[src/rtl/tmp101_pkg.sv]
// Shared types and widths for the TMP101 reading assembler.
// Consumed by the top and the optional alert comparator.
package tmp101_pkg;

    localparam int TEMP_W = 12;
    localparam int INT_W  = 8;
    localparam int BYTE_W = 8;

    typedef enum logic [1:0] {
        IDLE,
        WAIT_MSB,
        WAIT_LSB,
        WAIT_STOP
    } state_e;

endpackage

[src/rtl/tmp101_alert_comparator.sv]
// Hysteresis alert register: sets at or above ALERT_HIGH, clears at or below
// ALERT_LOW, evaluated only when a new reading is published.
module tmp101_alert_comparator
    import tmp101_pkg::*;
#(
    parameter logic signed [INT_W-1:0] ALERT_HIGH = 8'sd30,
    parameter logic signed [INT_W-1:0] ALERT_LOW  = 8'sd25
) (
    input  logic                    clk_i,
    input  logic                    rst_ni,
    input  logic                    publish_i,
    input  logic signed [INT_W-1:0] temp_int_i,
    output logic                    alert_o
);

    logic alert_q, alert_d;

    always_comb begin
        alert_d = alert_q;
        if (publish_i) begin
            if (temp_int_i >= ALERT_HIGH) begin
                alert_d = 1'b1;
            end else if (temp_int_i <= ALERT_LOW) begin
                alert_d = 1'b0;
            end
        end
    end

    always_ff @(posedge clk_i or negedge rst_ni) begin
        if (!rst_ni) begin
            alert_q <= 1'b0;
        end else begin
            alert_q <= alert_d;
        end
    end

    assign alert_o = alert_q;

endmodule

[src/rtl/tmp101_reading_assembler.sv]
// Assembles two-byte TMP101 reads into a 12-bit reading with valid/overrun.
// Define TMP101_ALERT_COMPARE_EN to enable the hysteresis Alert output.
module tmp101_reading_assembler
    import tmp101_pkg::*;
#(
    parameter logic signed [INT_W-1:0] ALERT_HIGH = 8'sd30,
    parameter logic signed [INT_W-1:0] ALERT_LOW  = 8'sd25
) (
    input  logic              clock,
    input  logic              Reset,
    input  logic              FrameStart,
    input  logic              FrameStop,
    input  logic              ByteValid,
    input  logic [BYTE_W-1:0] ReceivedData,
    input  logic              TempAck,
    input  logic              ClearFlags,
    output logic [TEMP_W-1:0] Temperature,
    output logic [INT_W-1:0]  TempInteger,
    output logic              TempValid,
    output logic              Overrun,
    output logic              FrameError,
    output logic              Alert
);

    state_e            state_q, state_d;
    logic [BYTE_W-1:0] msb_q, msb_d;
    logic [TEMP_W-1:0] temp_q, temp_d;
    logic              valid_q, valid_d;
    logic              ovr_q, ovr_d;
    logic              err_q, err_d;
    logic              publish;

    // FrameStart always resynchronises; it outranks any byte or stop.
    always_comb begin
        state_d = state_q;
        msb_d   = msb_q;
        err_d   = 1'b0;
        publish = 1'b0;
        if (FrameStart) begin
            state_d = WAIT_MSB;
            err_d   = (state_q == WAIT_LSB);
        end else begin
            case (state_q)
                WAIT_MSB: begin
                    if (FrameStop) begin
                        state_d = IDLE;
                        msb_d   = '0;
                        err_d   = 1'b1;
                    end else if (ByteValid) begin
                        msb_d   = ReceivedData;
                        state_d = WAIT_LSB;
                    end
                end
                WAIT_LSB: begin
                    if (ByteValid) begin
                        publish = 1'b1;
                        state_d = FrameStop ? IDLE : WAIT_STOP;
                    end else if (FrameStop) begin
                        state_d = IDLE;
                        msb_d   = '0;
                        err_d   = 1'b1;
                    end
                end
                WAIT_STOP: begin
                    err_d = ByteValid;
                    if (FrameStop) begin
                        state_d = IDLE;
                    end
                end
                default: begin
                    err_d = ByteValid;
                end
            endcase
        end
    end

    always_comb begin
        temp_d  = publish ? {msb_q, ReceivedData[7:4]} : temp_q;
        valid_d = publish | (valid_q & ~TempAck);
        ovr_d   = (publish & valid_q & ~TempAck) | (ovr_q & ~ClearFlags);
    end

    always_ff @(posedge clock or negedge Reset) begin
        if (!Reset) begin
            state_q <= IDLE;
            msb_q   <= '0;
            temp_q  <= '0;
            valid_q <= 1'b0;
            ovr_q   <= 1'b0;
            err_q   <= 1'b0;
        end else begin
            state_q <= state_d;
            msb_q   <= msb_d;
            temp_q  <= temp_d;
            valid_q <= valid_d;
            ovr_q   <= ovr_d;
            err_q   <= err_d;
        end
    end

    assign Temperature = temp_q;
    assign TempInteger = temp_q[TEMP_W-1:TEMP_W-INT_W];
    assign TempValid   = valid_q;
    assign Overrun     = ovr_q;
    assign FrameError  = err_q;

    // Empty on purpose: only present when the thresholds are misordered.
    if (ALERT_LOW > ALERT_HIGH) begin : g_thresholds_misordered
    end

`ifdef TMP101_ALERT_COMPARE_EN
    tmp101_alert_comparator #(
        .ALERT_HIGH(ALERT_HIGH),
        .ALERT_LOW (ALERT_LOW)
    ) u_alert (
        .clk_i     (clock),
        .rst_ni    (Reset),
        .publish_i (publish),
        .temp_int_i($signed(msb_q)),
        .alert_o   (Alert)
    );
`else
    assign Alert = 1'b0;
`endif

endmodule

[config.mk]
export PLATFORM = sky130hd
export DESIGN_NAME = tmp101_reading_assembler
export DESIGN_NICKNAME = d
export VERILOG_FILES = /design/src/rtl/tmp101_pkg.sv /design/src/rtl/tmp101_alert_comparator.sv /design/src/rtl/tmp101_reading_assembler.sv
export SDC_FILE = /design/constraint.sdc
export NUM_CORES = 1
export LEC_CHECK = 0
export ABC_AREA = 1
export CAP_MARGIN = 20
export CORE_AREA = 2 2 61 63
export DETAILED_ROUTE_END_ITERATION = 10
export DIE_AREA = 0 0 63 65
export GPL_ROUTABILITY_DRIVEN = 0
export PLACE_DENSITY = 0.72
export SLEW_MARGIN = 10
export SYNTH_ARGS = -nofsm -noshare
export SYNTH_HDL_FRONTEND = slang
export SYNTH_HIERARCHICAL = 1
export SYNTH_SLANG_ARGS = --single-unit
[constraint.sdc]
create_clock -name clock -period 4.33 [get_ports clock]
set_input_delay 0.866 -clock clock [delete_from_list [all_inputs] [get_ports clock]]
set_output_delay 0.866 -clock clock [all_outputs]
set_load 0.02 [all_outputs]
**Yosys cells after proc, flatten, opt, wreduce, memory -nomap -nowiden**

Cells that the tools add are included.
W data, S select, Z words.

- Divide/modulo/power cells: 0
- Equal/unequal tests: 7
- Multiply operators: 0
- Shift operators: 0
- Add/subtract/negate cells: 0
- $lt $le $gt $ge: 0
- Reduce and logical (&&, ||, !) cells: 4
- Mux-type cells: 19
- Bitwise operators: 9

Operators by type and width:

| operator | number |
|---|---|
| $mux W8 | 4 |
| $pmux W8 S2 | 1 |
| $mux W2 | 6 |
| $mux W1 | 6 |
| $pmux W2 S3 | 1 |
| $reduce_and A5 Y1 | 1 |
| $and A1 B1 Y1 | 4 |
| $eq A2 B2 Y1 const B | 2 |
| $ne A2 B2 Y1 const B | 2 |
| $ne A4 B4 Y1 const B | 1 |
| $reduce_bool A4 Y1 | 1 |
| $ne A3 B3 Y1 const B | 1 |
| $not A1 Y1 | 3 |
| $eq A2 B1 Y1 const B | 1 |
| $or A1 B1 Y1 | 2 |
| $pmux W1 S2 | 1 |
| $reduce_and A2 Y1 | 1 |
| $reduce_bool A2 Y1 | 1 |

- Latch bits: 0
- Register bits after elaboration: 25
- ROM bits: 0
- RAM bits: 0
- Memories: 0
- Input bits: 15
- Logic and storage cells: 45

**Longest topological paths before layout**

- Depth after elaboration: 6
- Gate-level depth with buffers: 8

**Least setup slack after synthesis**

OpenSTA, ideal clock, no wires.

- Path kind: input -> register
- From: input ByteValid
- To: register temp_q[1] (netlist: Temperature[1])
- Setup time: 125 ps
- Stages: 5
- Data required time: 4,205 ps
- Path buffers: 1
- Path slack: 2,699 ps
- Arrival: 1,506 ps
- Cell sequence: nand2_2 -> inv_2 -> nand2_4 -> buf_6 -> mux2_4

- Longest elaborated chain between the ends: 3

Ends and longest elaborated chain:

| what | line | text |
|---|---|---|
| start, declared | tmp101_reading_assembler.sv:13 | `input logic ByteValid,` |
| $mux W1 | tmp101_reading_assembler.sv:55 | `if (ByteValid) begin` |
| $mux W1 | tmp101_reading_assembler.sv:43 | `case (state_q)` |
| $mux W1 | tmp101_reading_assembler.sv:39 | `if (FrameStart) begin` |
| end signal, assigned | tmp101_reading_assembler.sv:94 | `temp_q <= temp_d;` |
| end, declared | tmp101_reading_assembler.sv:27 | `logic [TEMP_W-1:0] temp_q, temp_d;` |

No other way between the ends.
A chain may end at the register's enable or synchronous reset.

**Final worst setup path**

- From: register temp_q[10] (netlist: Temperature[10])
- To: output TempInteger[6]

RTL lines:

| what | line | text |
|---|---|---|
| end, declared | tmp101_reading_assembler.sv:18 | `output logic [INT_W-1:0] TempInteger,` |

No word-level cell between the ends.

==> metrics.log <==
[metrics] Final min period: between 2 and 2.5 ns
[metrics] Static Leak: around 0.00077 uW
[metrics] unrepaired setup endpoints after global routing: false
[metrics] Final Non-Filler Cells: between 150 and 200
[metrics] final design utilization: between 40% and 50%
[metrics] share of flip-flops with an asynchronous set or reset after synthesis: 100%
[metrics] sequential share of the synthesized area: approximately half
[metrics] synthesized net count: ~140
[metrics] top cell family by delay on the critical path: buffers and inverters
[metrics] slowest stage cell, crit path: sky130_fd_sc_hd__clkdlybuf4s50_1
[metrics] layout cells sized above 1: between 20 and 25%
[metrics] count of yosys warnings during synthesis: 6
[metrics] WP depth: 1
[metrics] average size of a mapped cell: between 10 and 15 um^2
[metrics] M1 GR Usage: around 16%
[metrics] share of the clock period used by the worst path: slightly above 50%
[metrics] worst voltage drop across the vdd grid: roughly 0.22 mV
[metrics] area overhead of the layout relative to synthesis: 28.6%
[metrics] die area: between 4000 and 5000 um^2
[metrics] worst hold path class: input pin to asynchronous set/reset pin
[metrics] maximum number of pins on one net before global-route repair: 26
[metrics] endpoint of the worst-slack reg-to-reg timing path: msb_q[2]
[metrics] Final WS setup: 2.13 ns
[metrics] TritonCTS clock tree: yes
[metrics] global routing usage summed across all routing layers: approximately an eighth
[metrics] setup bufs post-CTS: 0
[metrics] data required time of the critical path: approximately 3.5 ns
[metrics] flip-flop and latch count after synthesis: 25
[metrics] worst slew margin relative to its limit: around 64%
[metrics] critical path startpoint category: flop
[metrics] worst r2r src: state_q[0]
[metrics] count of flip-flops with a built-in enable after synthesis: 0
[metrics] arrival time reported for the critical path endpoint: 1.34 ns
[metrics] number of antenna violations at the first check in global routing: 0
[metrics] transition at the pin with the smallest max-transition slack: approximately 0.54 ns
[metrics] average detailed-routed wire length per instance: around 12 um
[metrics] overall die width: 63 um
[metrics] Clock H-tree levels: 1
[metrics] Starting DRT DRC Count: 27
[metrics] total of cells resized after clock tree synthesis: 0
[metrics] Overall Power: 922 uW
[metrics] critical path's largest stage delay: 0.62 ns
[metrics] global-route wire length before repair: between 3000 and 4000 um
[metrics] placed wire-length estimate: 1790 um
[metrics] antenna cells: 0
[metrics] Worst-Skew Late Latency: between 0.3 and 0.4 ns
[metrics] via total after detailed routing: between 900 and 1,000
[metrics] Setup crit end: TempInteger[6]
[metrics] slack of the worst reg-to-reg path: 2.54 ns
[metrics] CTS Root Buffer Type: sky130_fd_sc_hd__clkbuf_4
[metrics] setup slack after placement: 1.81 ns
[metrics] quantity of I/O buffers inserted on ports: 37
[metrics] final-stage net count: 170
[metrics] final-report max-slew violation count: 0
[metrics] detail-routed via count per cell: approximately 4.6
[metrics] Std-Cell Rows: 22
[metrics] Die Y: roughly 65 um
[metrics] Final Skew: around 0.014 ns
[metrics] classification of the worst setup path: flop to primary output
[metrics] initial core utilization: ~37%
[metrics] DRC violations left: 0
[metrics] max-cap check violation count: 0
[metrics] Cells after Synth: about 120
[metrics] global-route met2 utilization: about a fifth
[metrics] number of hold violations in the final report: 0
[metrics] sink count of the clock tree: 25
[metrics] setup violation total in the final timing report: 0
[metrics] combined area of all synthesized cells: 1280 um^2
[metrics] CTS Buf Count: 3
[metrics] count of cell types in the netlist: 23
[metrics] Critical Path Sink Type: primary output
[metrics] Max Fclk: between 400 and 500 MHz
[metrics] placeable core region: roughly 3500 um^2
[metrics] most crowded layer after global routing: met2
[metrics] final routed wirelength across all metal layers: about 2400 um
[metrics] DRT antenna net count: 0
[metrics] crit path max fanout: 3
[metrics] number of optimization iterations in the first detailed-route pass: 4
[metrics] P per Cell Area: 561 nW/um^2
[metrics] setup_tns: 0 ns
[metrics] number of placed instances, taps included: between 150 and 200
[metrics] cell depth of the worst flop-to-flop path: 6
[metrics] Boundary Pins: 39
[metrics] global route total overflow: 0
[metrics] Most used DFF post-synth: sky130_fd_sc_hd__dfrtp_1
[metrics] Buf+Inv Stages, Crit Path: 1
[metrics] number of global-route vias before repair: roughly 900
[metrics] Clock Tree Buf Depth: 2
[metrics] cells along the critical path: clkdlybuf4s50_1
[metrics] result of the run: complete, no violations
[metrics] first element of the critical path: Temperature[10]
[metrics] clock transition time at the flip-flop clock pins of the worst setup and hold paths: ~0.15 ns
[metrics] number of buffers added to fix hold violations after cts: 0
[metrics] fraction of met3 tracks used by global routing: between 2 and 2.5%
[final cells by class]
cell class / count / area (um^2)
clock inverter: 1 / 7.51
inverter: 10 / 37.5
tap: 48 / 60.1
fill: 349 / 1850
timing repair buffer: 37 / 365
multi-input combinational: 73 / 524
sequential: 25 / 626
clock buffer: 3 / 22.5
[stage by stage]
| step | hold WS (ns) | instance area, um^2 |
|---|---|---|
| 2_1_floorplan | 0.451 | 1280 |
| 3_3_place_gp | 0.466 | 1620 |
| 3_5_place_dp | 0.473 | 1620 |
| 4_1_cts | 0.505 | 1650 |
| 5_1_grt | 0.529 | 1640 |
| 6_report | 0.503 | 1640 |
[cell families (layout without fill, tap and decap cells)]
| group | count (synthesis) | count (layout) | synth area share, % |
|---|---|---|---|
| compound gates | 17 | 17 | 9.89 |
| fa+ha+maj | 5 | 5 | 4.90 |
| mux | 12 | 12 | 12.9 |
| flops | 25 | 25 | 49.0 |
| simple gates | 38 | 38 | 13.0 |
| buf+inv | 21 | 51 | 9.99 |
| other cells | 1 | 1 | 0.294 |
[registers in the layout, indices dropped and copies added, names as in the netlist]
name,count
Overrun,1
state_q,2
FrameError,1
msb_q,8
TempValid,1
Temperature,12
[per-layer routing]
layer | share of wire [%] | wire, um
met2 | 49 | 1170
met5 | 0 | 0
met4 | 1.1 | 25
met3 | 5.3 | 125
met1 | 44 | 1060
[cells in the mapped netlist, types with 2 or more instances]
cell | count | area (um^2)
sky130_fd_sc_hd__dfrtp_1 | 25 | 626
sky130_fd_sc_hd__nand2_1 | 24 | 90.1
sky130_fd_sc_hd__buf_4 | 9 | 67.6
sky130_fd_sc_hd__inv_1 | 9 | 33.8
sky130_fd_sc_hd__mux2_4 | 8 | 120
sky130_fd_sc_hd__o21ai_2 | 8 | 70.1
sky130_fd_sc_hd__nor2_1 | 7 | 26.3
sky130_fd_sc_hd__ha_1 | 5 | 62.6
sky130_fd_sc_hd__mux2_2 | 4 | 45.0
sky130_fd_sc_hd__nand3_1 | 3 | 15.0
sky130_fd_sc_hd__o21ai_0 | 3 | 15.0
sky130_fd_sc_hd__a21oi_1 | 2 | 10.0
sky130_fd_sc_hd__buf_6 | 2 | 22.5
[layout by cell type (no fill, tap or decap), drive strengths merged]
master and instances:
ha 5, buf 1, nor2 7, clkdlybuf4s50 36, inv 10, a22oi 1
o21ai 11, a21oi 3, o32ai 1, o22ai 1, conb 1, nand4 1
dfrtp 25, mux2 12, nor3 1, clkbuf 3, nand2 26, clkinvlp 1
nand3 3
[power breakdown]
part           leakage (uW)  switching, uW  internal [uW]  total (uW)
logic              0.000430            218            233         451
registers          0.000330           52.0            313         365
clock network     0.0000139           71.1           35.2         106
[worst min path at each step]
stage / to / slack [ns] / cells after the start
finish: Temperature[4] / 0.50 / 1
CTS: msb_q[1] / 0.50 / 2
detailed placement: msb_q[4] / 0.47 / 2
global placement: msb_q[1] / 0.47 / 2
floorplan: msb_q[5] / 0.45 / 2
global route: Temperature[8] / 0.53 / 1
Note: power is estimated with default switching activity, not from simulation.
